## src/rtl/spike_aer_encoder.sv

```systemverilog
// Spike output stage: edge-detects neuron fire flags, arbitrates them round-robin
// and queues {address, timestamp} events in an FWFT FIFO drained by valid/ready.
module spike_aer_encoder #(
    parameter int p_neurons = 8,
    parameter int p_addr_w  = 3,
    parameter int p_ts_w    = 16,
    parameter int p_depth   = 8
) (
    input  logic                i_clk,
    input  logic                i_rst_n,
    input  logic [p_neurons:1]  i_spike,
    input  logic                i_aer_ready,
    input  logic                i_clr_ovf,
    output logic                o_aer_valid,
    output logic [p_addr_w-1:0] o_aer_addr,
    output logic [p_ts_w-1:0]   o_aer_ts,
    output logic [p_neurons:1]  o_pending,
    output logic                o_overflow,
    output logic [7:0]          o_drop_cnt
);
    localparam int PTR_W  = $clog2(p_depth);
    localparam int CNT_W  = PTR_W + 1;
    localparam int WORD_W = p_addr_w + p_ts_w;
    localparam int DROP_W = $clog2(p_neurons + 1);
    localparam logic [CNT_W-1:0]    FULL_CNT = CNT_W'(p_depth);
    localparam logic [p_addr_w-1:0] LAST_IDX = p_addr_w'(p_neurons - 1);

    logic [p_neurons:1]  prev;
    logic [p_neurons:1]  pending;
    logic [p_addr_w-1:0] rr;          // zero-based: holds rr-1, so reset 0 means neuron 1
    logic [p_ts_w-1:0]   ts_cnt;
    logic                overflow;
    logic [7:0]          drop_cnt;
    logic [WORD_W-1:0]   mem [p_depth];
    logic [PTR_W-1:0]    wr_ptr;
    logic [PTR_W-1:0]    rd_ptr;
    logic [CNT_W-1:0]    fifo_cnt;

    logic [p_neurons:1]  rise;
    logic [p_neurons:1]  grant;
    logic [p_neurons:1]  drop;
    logic                gnt_valid;
    logic [p_addr_w-1:0] gnt_addr;
    logic [DROP_W-1:0]   drop_n;
    logic [31:0]         cnt_sum;
    logic                rd_en;
    int unsigned         idx;

    assign rise  = i_spike & ~prev;
    assign drop  = rise & pending & ~grant;
    assign rd_en = o_aer_valid & i_aer_ready;

    always_comb begin
        grant     = '0;
        gnt_valid = 1'b0;
        gnt_addr  = '0;
        idx       = 0;
        // Registered count only: a read this cycle does not open a slot.
        if (fifo_cnt != FULL_CNT) begin
            for (int unsigned i = 0; i < p_neurons; i++) begin
                idx = (32'(rr) + i) % p_neurons;
                if (!gnt_valid && pending[idx+1]) begin
                    gnt_valid      = 1'b1;
                    grant[idx+1]   = 1'b1;
                    gnt_addr       = p_addr_w'(idx);
                end
            end
        end
    end

    always_comb begin
        drop_n = '0;
        for (int unsigned i = 1; i <= p_neurons; i++) begin
            drop_n = drop_n + DROP_W'(drop[i]);
        end
        cnt_sum = (i_clr_ovf ? 32'd0 : 32'(drop_cnt)) + 32'(drop_n);
    end

    always_ff @(posedge i_clk or negedge i_rst_n) begin
        if (!i_rst_n) begin
            prev     <= '0;
            pending  <= '0;
            rr       <= '0;
            ts_cnt   <= '0;
            overflow <= 1'b0;
            drop_cnt <= '0;
        end else begin
            prev     <= i_spike;
            pending  <= (pending & ~grant) | rise;
            ts_cnt   <= ts_cnt + 1'b1;
            overflow <= (overflow & ~i_clr_ovf) | (|drop);
            drop_cnt <= (cnt_sum > 32'd255) ? 8'hFF : cnt_sum[7:0];
            if (gnt_valid) begin
                rr <= (gnt_addr == LAST_IDX) ? '0 : gnt_addr + 1'b1;
            end
        end
    end

    always_ff @(posedge i_clk or negedge i_rst_n) begin
        if (!i_rst_n) begin
            for (int unsigned i = 0; i < p_depth; i++) begin
                mem[i] <= '0;
            end
            wr_ptr   <= '0;
            rd_ptr   <= '0;
            fifo_cnt <= '0;
        end else begin
            if (gnt_valid) begin
                mem[wr_ptr] <= {gnt_addr, ts_cnt};
                wr_ptr      <= wr_ptr + 1'b1;
            end
            if (rd_en) begin
                rd_ptr <= rd_ptr + 1'b1;
            end
            case ({gnt_valid, rd_en})
                2'b10:   fifo_cnt <= fifo_cnt + 1'b1;
                2'b01:   fifo_cnt <= fifo_cnt - 1'b1;
                default: fifo_cnt <= fifo_cnt;
            endcase
        end
    end

    assign o_aer_valid = (fifo_cnt != '0);
    assign {o_aer_addr, o_aer_ts} = mem[rd_ptr];
    assign o_pending   = pending;
    assign o_overflow  = overflow;
    assign o_drop_cnt  = drop_cnt;

endmodule

```

## config.mk

```make
export PLATFORM = sky130hd
export DESIGN_NAME = spike_aer_encoder
export DESIGN_NICKNAME = d
export VERILOG_FILES = /design/src/rtl/spike_aer_encoder.sv
export SDC_FILE = /design/constraint.sdc
export NUM_CORES = 1
export LEC_CHECK = 0
export BUFFER_PORTS_ARGS = -buffer_cell sky130_fd_sc_hd__buf_4
export CELL_PAD_IN_SITES_DETAIL_PLACEMENT = 2
export CELL_PAD_IN_SITES_GLOBAL_PLACEMENT = 2
export CORE_MARGIN = 5
export CORE_UTILIZATION = 40
export CTS_CLUSTER_DIAMETER = 150
export DETAILED_ROUTE_END_ITERATION = 10
export PLACE_DENSITY_LB_ADDON = 0.1
export SLEW_MARGIN = 25
export SYNTH_ARGS = -nofsm -noshare
export SYNTH_HDL_FRONTEND = slang
export SYNTH_SLANG_ARGS = --single-unit
```

## constraint.sdc

```tcl
create_clock -name i_clk -period 8.1 [get_ports i_clk]
set_clock_uncertainty 0.1 [all_clocks]
set_input_delay 0.81 -clock i_clk [delete_from_list [all_inputs] [get_ports i_clk]]
set_output_delay 0.81 -clock i_clk [all_outputs]
set_load 0.02 [all_outputs]
```

After elaboration in Yosys (flattened, before gate mapping)
Cells that the tools add are included.

Flip-flop bits (word level): 206. Input bits: 12. Output and inout bits: 37. Logic and storage cells: 198.

Add/subtract/negate cells: 28. $lt $le $gt $ge: 20. Equal/unequal tests: 4. Mux-type cells: 83. Bitwise operators: 20. Reduce and logical (&&, ||, !) cells: 26.

Operators with widths (count): $bwmux W152 (1); $mux W8 (18); $or A8 B8 Y8 (8); $bmux W19 S3 (1); $demux W19 S3 (1); $mux W19 (3); $lt A4 B5 Y1 const B (7); $add A3 B1 Y4 const B (8); $and A8 B8 Y8 (4); $bmux W1 S4 (8); $demux W1 S4 (8); $ge A32 B1 Y1 const B (1); $lt A32 B5 Y1 const B (1); $mux W1 (32); $mux W3 (10); $ge A4 B1 Y1 const B (7); $add A16 B1 Y16 const B (1); $add A4 B1 Y4 (4); $logic_and A1 B1 Y1 (16); $not A8 Y8 (2); $add A3 B3 Y3 const B (4); $add A3 B1 Y3 const B (3); $add A8 B4 Y9 (1); $gt A9 B8 Y1 const B (1); 21 further kinds (31).

Depth between registers and ports, before layout
Gate-level depths: netlist of run 1.

Word-level depth: 45. Gate-level depth with buffers: 27. Gate-level depth less buffers: 24.

Worst setup path before layout of run 1
OpenSTA, ideal clock, no wires.

Path type: register to register. From: register rr[0]. To: register drop_cnt[7], in the netlist o_drop_cnt[7]. Setup time: 0.125 ns. Arrival time: 6.586 ns. Required time: 7.875 ns. Path slack: 1.289 ns. Stages on the path, launching flop included: 28. Buffers on the path: 4. Period minus slack after synthesis: 6.811 ns. Cells stage by stage: dfrtp_1 -> buf_4 -> inv_1 -> ha_1 -> buf_2 -> buf_1 -> mux4_2 -> nand3_1 -> o21a_1 -> clkbuf_1 -> nand4_1 -> mux2i_1 -> a21o_1 -> a21oi_1 -> o2111ai_1 -> fa_1 -> fa_1 -> inv_1 -> fa_1 -> fa_1 -> inv_1 -> fa_1 -> nor2b_1 -> o21ai_0 -> nand2b_1 -> nand2_1 -> o21ai_0 -> mux2_2.

Word-level cells in the longest chain between the ends: 45. Elaborated cells between the ends (all ways): 133. Those cells by class: 22 x add/sub; 17 x order compare; 63 x mux; 9 x bitwise; 22 x reduce/logical.

Ends and longest elaborated chain: start, declared (RTL line 30) `logic [p_addr_w-1:0] rr;`; start signal, assigned (RTL line 94) `rr <= (gnt_addr == LAST_IDX) ? '0 : gnt_addr + 1'b1;`; parallel branches: the longest is 31 deep, another holds $ge A32 B1 Y1; $mux W8 * (RTL line 62) `if (!gnt_valid && pending[idx+1]) begin`; $mux W8 * (RTL line 59) `if (fifo_cnt != FULL_CNT) begin`; $not A8 Y8 * (RTL line 50) `assign drop = rise & pending & ~grant;`; $and A8 B8 Y8 * (RTL line 50); $add A1 B1 Y2 (RTL line 74) `drop_n = drop_n + DROP_W'(drop[i]);`; $add A2 B1 Y3 (RTL line 74); $add A3 B1 Y4 (RTL line 74); $add A4 B1 Y4 (3 in series) (RTL line 74); $add A4 B1 Y4 * (RTL line 74); $add A8 B4 Y9 * (RTL line 76) `cnt_sum = (i_clr_ovf ? 32'd0 : 32'(drop_cnt)) + 32'(drop_n);`; $gt A9 B8 Y1 (RTL line 92) `drop_cnt <= (cnt_sum > 32'd255) ? 8'hFF : cnt_sum[7:0];`; $mux W8 * (RTL line 92); end signal, assigned (RTL line 92); end, declared (RTL line 33) `logic [7:0] drop_cnt;`.

Mark *: on every way between the ends. The select of a mux whose other input is x is not followed. A chain may end at the register's enable or synchronous reset.

Worst setup path in the final report of run 1
From: register rr[1]. To: register drop_cnt[2], in the netlist o_drop_cnt[2].

Same word-level chain as after synthesis.

==> tab_implementation.tex, run 1 <==
\begin{tabular}{lr}
\hline
Metric & Value \\
\hline
\multicolumn{2}{l}{\textbf{Worst setup path}} \\
Critical path's largest stage delay & about 0.69 ns \\
Kind of start point of the critical path & flip-flop \\
R2R Setup Slk & approximately 0.6 ns \\
Required time at the worst-slack endpoint & 8.38 ns \\
Critical path's slowest cell & sky130\_fd\_sc\_hd\_\_ha\_2 \\
Cell depth of the worst flop-to-flop path & 23 \\
Critical path class & flip-flop to flip-flop \\
Crit path max-delay family & adder cells \\
Cell breakdown of the critical path & inv\_1, ha\_2, mux2i\_1, nand2\_1, a311oi\_4, o31a\_2, nand3\_1, o21ai\_0, a221o\_1, a21oi\_1, o2111ai\_1, fa\_1, fa\_1, inv\_1, fa\_1, fa\_1, inv\_1, fa\_1, nor2b\_1, o21ai\_0, nand2b\_1, nand3\_1, o21ai\_0 \\
Launch point of the worst reg-to-reg path & rr[1]\$\_DFFE\_PN0P\_ \\
Critical path data arrival time & 7.77 ns \\
Number of buffers and inverters on the critical path & 3 \\
Maximum fanout along the worst path & 22 \\
Setup crit end kind & flip-flop \\
Cell seen most often among critical-path stages & sky130\_fd\_sc\_hd\_\_fa\_1 \\
End of the worst register-to-register path & o\_drop\_cnt[2]\$\_DFF\_PN0\_ \\
\multicolumn{2}{l}{\textbf{GRT}} \\
Total Routing Usage GR & between 20\% and 30\% \\
Leftover overflow at the end of global routing & 0 \\
Pin count of the biggest net entering global routing & 128 \\
Vias in the first global route & between 8k and 9k \\
First-pass GRT wire length & roughly 54,000 um \\
Number of antenna violations at the first check in global routing & 0 \\
\multicolumn{2}{l}{\textbf{Drt}} \\
Residual antenna-violating net count after detailed routing & 0 \\
DRC violation count after routing & 0 \\
Wirelength, routed & $\sim$34,000 um \\
DRT Pass-1 Iters & 4 \\
Detailed router's first-iteration violation count & 329 \\
Vias/cell & 5.74 \\
Average wire length per cell after detail routing & between 20 and 30 um \\
Total via count after detailed routing & just under 8k \\
\multicolumn{2}{l}{\textbf{Power and ir drop}} \\
Maximum vdd drop & $\sim$0.00021 V \\
Power per unit of standard cell area & 463 nW/um\^{}2 \\
Standby leakage power & 5.69 nW \\
\multicolumn{2}{l}{\textbf{Clock network}} \\
Clock root buffer & sky130\_fd\_sc\_hd\_\_clkbuf\_16 \\
Clock input transition at the sequential cells of the worst setup and hold paths & roughly 0.06 ns \\
Max H-tree Level & 1 \\
Clock network latency to the later pin of the worst-skew pair & 0.53 ns \\
CTS sink cnt & a little over 200 \\
Maximum root-to-sink buffer count & 3 \\
TritonCTS clock tree & yes \\
CTS hold repair buffers & 0 \\
Inserted Clock Buffers & 25 \\
\multicolumn{2}{l}{\textbf{Yosys}} \\
Synth top area share & about 46\% \\
Synth unique cells & 72 \\
Top cells by area, synth & sky130\_fd\_sc\_hd\_\_dfrtp\_1, sky130\_fd\_sc\_hd\_\_mux2\_2, sky130\_fd\_sc\_hd\_\_mux4\_2 \\
Share of flip-flops with an asynchronous set or reset & between 90\% and 100\% \\
EDFF count, synth & 0 \\
Syn\_area\_per\_cell & around 12 sq um \\
Flops \& latches, synth & around 210 \\
Syn. warnings & 0 \\
Number of cells produced by synthesis & 926 \\
Post-synthesis net count & 970 \\
Most used flip-flop cell after synthesis & sky130\_fd\_sc\_hd\_\_dfrtp\_1 \\
Part of the Yosys area used for sequential elements & 45.7\% \\
Largest area contributor in the synthesized netlist & sky130\_fd\_sc\_hd\_\_dfrtp\_1 \\
Netlist Area Pre-Place & 11,300 sq um \\
\multicolumn{2}{l}{\textbf{Timing}} \\
Count of final hold-check violations & 0 \\
Accumulated negative setup slack & 0 ns \\
Setup Viol. Count Final & 0 \\
Setup repair after global routing missed its margin & no \\
Maximum achievable frequency & 0.134 GHz \\
Post-Route Hold Slack & between 0.09 and 0.1 ns \\
Tmin final & approximately 7.5 ns \\
Final clock period utilization by the worst path & about 92\% \\
Worst slew margin relative to its limit & 31.5\% \\
Final Max Slew Viols & 0 \\
Slew at the pin with the worst max-slew slack & between 1 and 1.5 ns \\
\multicolumn{2}{l}{\textbf{Floorplan}} \\
Area of the die & between 30,000 and 40,000 sq um \\
Vertical die dimension & $\sim$180 um \\
Number of top-level pins & 49 \\
Number of cell rows & just over 60 \\
Initial standard-cell utilization of the core & between 40 and 50\% \\
X dimension of the die & 178 um \\
Floorplan core area & 27,900 sq um \\
\multicolumn{2}{l}{\textbf{Outcome}} \\
Run status & finished, final reports clean \\
\multicolumn{2}{l}{\textbf{Layout}} \\
Leading cell type in the layout, fill and taps excluded & sky130\_fd\_sc\_hd\_\_dfrtp\_1 \\
Count of inserted antenna diode cells & 0 \\
Fraction of final layout cells sized beyond drive strength 1 & 33.0\% \\
Final-stage net count & between 1k and 1.5k \\
Growth of design area from synthesis to finish & 14.2\% \\
Leading cell types in the layout, fill and taps excluded & sky130\_fd\_sc\_hd\_\_dfrtp\_1, sky130\_fd\_sc\_hd\_\_mux2\_2, sky130\_fd\_sc\_hd\_\_buf\_4 \\
\multicolumn{2}{l}{\textbf{Placed design}} \\
Count of buffers inserted at the top-level ports & 48 \\
Placer's final routability congestion estimate & around 0.9 \\
Detailed Place HPWL & between 20,000 and 25,000 um \\
\multicolumn{2}{l}{\textbf{Min path}} \\
Hold crit path type & primary input to async pin \\
\multicolumn{2}{l}{\textbf{Flow run}} \\
Reported max-cap violation count & 0 \\
\hline
\end{tabular}
==> worst max path at each step <==
stage	start	depth (start not counted)	endpoint
finish	rr[1]$_DFFE_PN0P_	23	o_drop_cnt[2]$_DFF_PN0_
global route	rr[1]$_DFFE_PN0P_	24	o_drop_cnt[6]$_DFF_PN0_
CTS	rr[1]$_DFFE_PN0P_	23	o_drop_cnt[2]$_DFF_PN0_
detailed placement	rr[1]$_DFFE_PN0P_	23	o_drop_cnt[2]$_DFF_PN0_
global placement	rr[1]$_DFFE_PN0P_	23	o_drop_cnt[7]$_DFF_PN0_
floorplan	rr[0]$_DFFE_PN0P_	27	o_drop_cnt[7]$_DFF_PN0_
==> kinds of logic (layout without fill, tap and decap cells) <==
group / count (synthesis) / count (layout) / share of synthesized area (%)
adder cells (fa/ha/maj): 32 / 32 / 3.95
flip-flops: 206 / 206 / 45.7
buffers and inverters: 89 / 139 / 3.58
XOR/XNOR: 28 / 28 / 2.24
AO/OA/AOI/OAI: 129 / 129 / 8.22
multiplexers: 223 / 223 / 26.0
AND/OR/NAND/NOR: 219 / 219 / 10.3
==> routing by layer <==
layer / vias up / wire [um] / track usage (%)
met5: - / 0 / 0
met4: 0 / 832 / 5.64
met3: 57 / 1070 / 2.52
met2: 119 / 16900 / 37.0
met1: 4123 / 15300 / 30.5
li1: 3474 / - / -
==> registers in the layout, summed over array words and instances (netlist names) <==
| signal | flops |
|---|---|
| wr_ptr | 3 |
| mem | 152 |
| o_pending | 8 |
| fifo_cnt | 4 |
| prev | 8 |
| o_overflow | 1 |
| ts_cnt | 16 |
| o_drop_cnt | 8 |
| rr | 3 |
| rd_ptr | 3 |
==> timing repair <==
| item | in CTS | in global routing |
|---|---|---|
| setup buffers | 0 | 0 |
| gates resized for setup | 0 | 2 |
| endpoints found under the setup margin | 0 | 8 |
==> cells in the mapped netlist, types with 5 or more instances <==
| master | n |
|---|---|
| sky130_fd_sc_hd__a21o_1 | 11 |
| sky130_fd_sc_hd__a21oi_1 | 23 |
| sky130_fd_sc_hd__a31oi_1 | 9 |
| sky130_fd_sc_hd__and2_1 | 8 |
| sky130_fd_sc_hd__and3_1 | 5 |
| sky130_fd_sc_hd__buf_1 | 10 |
| sky130_fd_sc_hd__buf_2 | 12 |
| sky130_fd_sc_hd__buf_4 | 6 |
| sky130_fd_sc_hd__clkbuf_1 | 32 |
| sky130_fd_sc_hd__dfrtp_1 | 206 |
| sky130_fd_sc_hd__fa_1 | 6 |
| sky130_fd_sc_hd__ha_1 | 26 |
| sky130_fd_sc_hd__inv_1 | 24 |
| sky130_fd_sc_hd__mux2_1 | 21 |
| sky130_fd_sc_hd__mux2_2 | 153 |
| sky130_fd_sc_hd__mux2i_1 | 10 |
| sky130_fd_sc_hd__mux4_2 | 39 |
| sky130_fd_sc_hd__nand2_1 | 59 |
| sky130_fd_sc_hd__nand2b_1 | 13 |
| sky130_fd_sc_hd__nand3_1 | 29 |
| sky130_fd_sc_hd__nand3b_1 | 5 |
| sky130_fd_sc_hd__nand4_1 | 12 |
| sky130_fd_sc_hd__nor2_1 | 30 |
| sky130_fd_sc_hd__nor2b_1 | 15 |
| sky130_fd_sc_hd__nor3_1 | 14 |
| sky130_fd_sc_hd__o2111ai_1 | 6 |
| sky130_fd_sc_hd__o21ai_0 | 24 |
| sky130_fd_sc_hd__o22ai_1 | 5 |
| sky130_fd_sc_hd__o31ai_1 | 6 |
| sky130_fd_sc_hd__xnor2_1 | 20 |
| sky130_fd_sc_hd__xor2_1 | 7 |
==> through the flow <==
step	util, %	setup WS (ns)	std cells	power [W]	instance area, sq um
after global placement	43.1	0.810	1307	0.00469	12000
final	46.3	0.615	1354	0.00597	12900
after detailed placement	43.1	0.437	1307	0.00484	12000
after global routing	46.3	0.0924	1354	0.00635	12900
after floorplan	-	1.29	926	0.00373	11300
after CTS	46.1	0.348	1353	0.00602	12900
==> layout make-up <==
class / count / area [sq um]
sequential: 206 / 5160
fill: 2792 / 15000
tap: 378 / 473
timing repair buffer: 68 / 542
multi-input combinational: 631 / 5770
clock inverter: 8 / 113
clock buffer: 38 / 734
inverter: 25 / 96.3
==> report_power, final <==
group | switching [W] | total [W] | leakage [nW] | internal (W)
Sequential | 0.000257 | 0.00154 | 2.60 | 0.00129
Clock | 0.000446 | 0.00114 | 0.418 | 0.000693
Combinational | 0.00197 | 0.00329 | 2.67 | 0.00132
Total | 0.00267 | 0.00597 | 5.69 | 0.00330
==> worst reg2reg max path, cell delays in order, from the launching register on <==
cell and delay [ns]:
sky130_fd_sc_hd__dfrtp_1 0.50, sky130_fd_sc_hd__inv_1 0.19, sky130_fd_sc_hd__ha_2 0.69, sky130_fd_sc_hd__mux2i_1 0.43, sky130_fd_sc_hd__nand2_1 0.15, sky130_fd_sc_hd__a311oi_4 0.35, sky130_fd_sc_hd__o31a_2 0.44, sky130_fd_sc_hd__nand3_1 0.13
sky130_fd_sc_hd__o21ai_0 0.52, sky130_fd_sc_hd__a221o_1 0.25, sky130_fd_sc_hd__a21oi_1 0.06, sky130_fd_sc_hd__o2111ai_1 0.36, sky130_fd_sc_hd__fa_1 0.50, sky130_fd_sc_hd__fa_1 0.55, sky130_fd_sc_hd__inv_1 0.06, sky130_fd_sc_hd__fa_1 0.50
sky130_fd_sc_hd__fa_1 0.48, sky130_fd_sc_hd__inv_1 0.09, sky130_fd_sc_hd__fa_1 0.18, sky130_fd_sc_hd__nor2b_1 0.06, sky130_fd_sc_hd__o21ai_0 0.17, sky130_fd_sc_hd__nand2b_1 0.17, sky130_fd_sc_hd__nand3_1 0.27, sky130_fd_sc_hd__o21ai_0 0.16
Power figures use the tool's default switching activity.
==> inputs of run 2 (changes only) <==
- CORE_UTILIZATION: 40 -> 35
- CTS_CLUSTER_DIAMETER: 150 -> 40
==> run 2 against run 1 <==
Against the previous run: cell area rose by 3.7%; total power up 7.5%; via count rose by 0.95%; setup slack worse by 0.11 ns; hold slack better by 0.12 ns; sequential power down 3%; maximum frequency decreased by 1.5%; register-to-register slack worse by 0.11 ns; flip-flop and latch count unchanged; routed wire length grew 0.47%; critical path depth up 1; non-clock buffer count up 10; critical endpoint unchanged; largest power group unchanged.
==> tab_implementation.tex, run 2 (synthesized netlist as in run 1, its figures left out) <==
\begin{tabular}{lr}
\hline
Metric & Value \\
\hline
\multicolumn{2}{l}{\textbf{Outcome}} \\
Run status & finished, final reports clean \\
\multicolumn{2}{l}{\textbf{GRT}} \\
Number of antenna violations at the first check in global routing & 0 \\
First-pass GRT wire length & $\sim$55,000 um \\
Pin count of the biggest net entering global routing & 91 \\
Vias in the first global route & 8,858 \\
Total Routing Usage GR & about 19\% \\
Leftover overflow at the end of global routing & 0 \\
\multicolumn{2}{l}{\textbf{Layout}} \\
Growth of design area from synthesis to finish & 18.4\% \\
Fraction of final layout cells sized beyond drive strength 1 & between 30\% and 40\% \\
Leading cell type in the layout, fill and taps excluded & sky130\_fd\_sc\_hd\_\_dfrtp\_1 \\
Sequential cell area & just over 5000 sq um \\
Leading cell types in the layout, fill and taps excluded & sky130\_fd\_sc\_hd\_\_dfrtp\_1, sky130\_fd\_sc\_hd\_\_mux2\_2, sky130\_fd\_sc\_hd\_\_buf\_4 \\
Final-stage net count & $\sim$1.0k \\
Filler-free cell count of the finished design & around 1.4k \\
Largest reg by FF count & mem \\
Registers with the most flip-flops & mem (152), ts\_cnt (16) \\
Flip-flop count of the largest register, all copies and words added & 152 \\
Count of inserted antenna diode cells & 0 \\
Layout fillers & about 3.2k \\
Multi-input gate area & slightly below 6000 sq um \\
\multicolumn{2}{l}{\textbf{Floorplan}} \\
X dimension of the die & between 150 and 200 um \\
Area of the die & 36,000 sq um \\
Floorplan core area & roughly 32,000 sq um \\
Number of top-level pins & 49 \\
Number of cell rows & 65 \\
Initial standard-cell utilization of the core & 35.6\% \\
Vertical die dimension & 190 um \\
\multicolumn{2}{l}{\textbf{Timing}} \\
Final Max Slew Viols & 0 \\
Count of final hold-check violations & 0 \\
Tmin final & 7.60 ns \\
Setup Viol. Count Final & 0 \\
Post-Route Hold Slack & about 0.21 ns \\
Slew at the pin with the worst max-slew slack & around 0.89 ns \\
Final clock period utilization by the worst path & between 90\% and 100\% \\
Worst slew margin relative to its limit & between 40\% and 50\% \\
Accumulated negative setup slack & 0 ns \\
Maximum achievable frequency & 0.132 GHz \\
Setup repair after global routing missed its margin & no \\
\multicolumn{2}{l}{\textbf{Placed design}} \\
Number of cells after detailed placement & roughly 1.3k \\
Count of buffers inserted at the top-level ports & 48 \\
Detailed Place HPWL & between 20,000 and 25,000 um \\
Placer's final routability congestion estimate & 0.891 \\
\multicolumn{2}{l}{\textbf{Power and ir drop}} \\
Internal Dissipation & between 0.003 and 0.004 W \\
Net switching power of the design & 0.00277 W \\
Proportion of power drawn by flip-flops and latches & a little under a quarter \\
Standby leakage power & between 5 and 6 nW \\
Maximum vdd drop & around 0.00023 V \\
Share of power burned in combinational logic & a little over half \\
Power per unit of standard cell area & between 400 and 500 nW/um\^{}2 \\
Clock share of power & about a quarter \\
Switching share of power & between 40 and 50\% \\
\multicolumn{2}{l}{\textbf{Worst setup path}} \\
Critical path class & flip-flop to flip-flop \\
Maximum fanout along the worst path & 16 \\
Kind of start point of the critical path & flip-flop \\
Critical path's largest stage delay & roughly 0.64 ns \\
Setup crit end kind & flip-flop \\
Cell seen most often among critical-path stages & sky130\_fd\_sc\_hd\_\_fa\_1 \\
Crit path max-delay family & adder cells \\
Critical path's slowest cell & sky130\_fd\_sc\_hd\_\_ha\_1 \\
R2R Setup Slk & approximately 0.50 ns \\
Required time at the worst-slack endpoint & $\sim$8.4 ns \\
Critical path data arrival time & 7.92 ns \\
Cell breakdown of the critical path & inv\_1, ha\_1, buf\_4, nor2b\_1, nor3\_1, o21a\_1, o31a\_2, a31oi\_1, nor2\_1, a221o\_1, a21oi\_1, o2111ai\_1, fa\_1, fa\_1, inv\_1, fa\_1, fa\_1, inv\_1, fa\_1, nor2b\_1, o21ai\_0, nand2b\_1, nand3\_1, o21ai\_0 \\
Number of buffers and inverters on the critical path & 4 \\
\multicolumn{2}{l}{\textbf{Clock network}} \\
TritonCTS clock tree & yes \\
Post-cts resize count & 0 \\
Clock input transition at the sequential cells of the worst setup and hold paths & $\sim$0.050 ns \\
Inserted Clock Buffers & 36 \\
Clock root buffer & sky130\_fd\_sc\_hd\_\_clkbuf\_16 \\
Post-CTS setup buffers & 0 \\
CTS sink cnt & 206 \\
Maximum root-to-sink buffer count & 3 \\
Max H-tree Level & 2 \\
Clock network latency to the later pin of the worst-skew pair & $\sim$0.53 ns \\
CTS hold repair buffers & 0 \\
\multicolumn{2}{l}{\textbf{Drt}} \\
Average wire length per cell after detail routing & $\sim$24 um \\
Detailed router's first-iteration violation count & around 460 \\
Wirelength, routed & $\sim$34,000 um \\
DRT Pass-1 Iters & 4 \\
Vias/cell & 5.57 \\
Residual antenna-violating net count after detailed routing & 0 \\
Total via count after detailed routing & approximately 7.8k \\
DRC violation count after routing & 0 \\
\multicolumn{2}{l}{\textbf{Min path}} \\
Hold crit path type & primary input to async pin \\
\multicolumn{2}{l}{\textbf{Flow run}} \\
Reported max-cap violation count & 0 \\
\hline
\end{tabular}
## run 2: changes by cell type in the layout (fill, tap and decap cells not counted), sizes merged
cell / before / now
inv: 27 / 29
clkinv: 4 / 5
buf: 68 / 78
bufinv: 2 / 4
clkinvlp: 0 / 4
clkbuf: 38 / 49
## run 2: worst paths after layout
kind                                 startpoint                      end  cells past startpoint
setup / recovery              rr[1]$_DFFE_PN0P_  o_drop_cnt[2]$_DFF_PN0_                     24
setup reg to reg              rr[1]$_DFFE_PN0P_  o_drop_cnt[2]$_DFF_PN0_                     24
min in group i_clk                   i_spike[4]        prev[4]$_DFF_PN0_                      1
max in group asynchronous               i_rst_n      mem[27]$_DFFE_PN0P_                      2
hold reg to reg            mem[130]$_DFFE_PN0P_     mem[130]$_DFFE_PN0P_                      1
hold / removal                          i_rst_n  o_drop_cnt[6]$_DFF_PN0_                      1
## run 2: layout make-up
| type | count | share of cell area [%] |
|---|---|---|
| Tap cell | 402 | 3.76 |
| Sequential cell | 206 | 38.6 |
| Inverter | 25 | 0.721 |
| Multi-Input combinational cell | 631 | 43.1 |
| Clock inverter | 17 | 1.77 |
| Clock buffer | 49 | 7.56 |
| Timing Repair Buffer | 78 | 4.47 |
## run 2: power by group through the flow
stage	combinational, W	sequential (W)	clock, W
6_report	0.00338	0.00149	0.00156
5_1_grt	0.00367	0.00152	0.00165
4_1_cts	0.00341	0.00149	0.00160
3_5_place_dp	0.00338	0.00150	0
3_3_place_gp	0.00335	0.00149	0
2_1_floorplan	0.00229	0.00144	0
## run 2: through the flow
stage	power, W	area (sq um)	worst slack [ns]	util [%]
2_1_floorplan	0.00373	11300	1.29	-
3_3_place_gp	0.00484	12100	0.627	38.1
3_5_place_dp	0.00488	12100	0.421	38.2
4_1_cts	0.00650	13400	0.359	42.1
5_1_grt	0.00684	13400	0.0236	42.1
6_report	0.00642	13400	0.501	42.1
## run 2: routing by layer
layer | share of wire (%) | GRT usage, % | vias up
met5 | 0 | 0 | -
met4 | 1.5 | 4.20 | 0
met3 | 3.6 | 2.92 | 41
met2 | 50 | 32.9 | 112
met1 | 45 | 26.6 | 4175
li1 | - | - | 3519
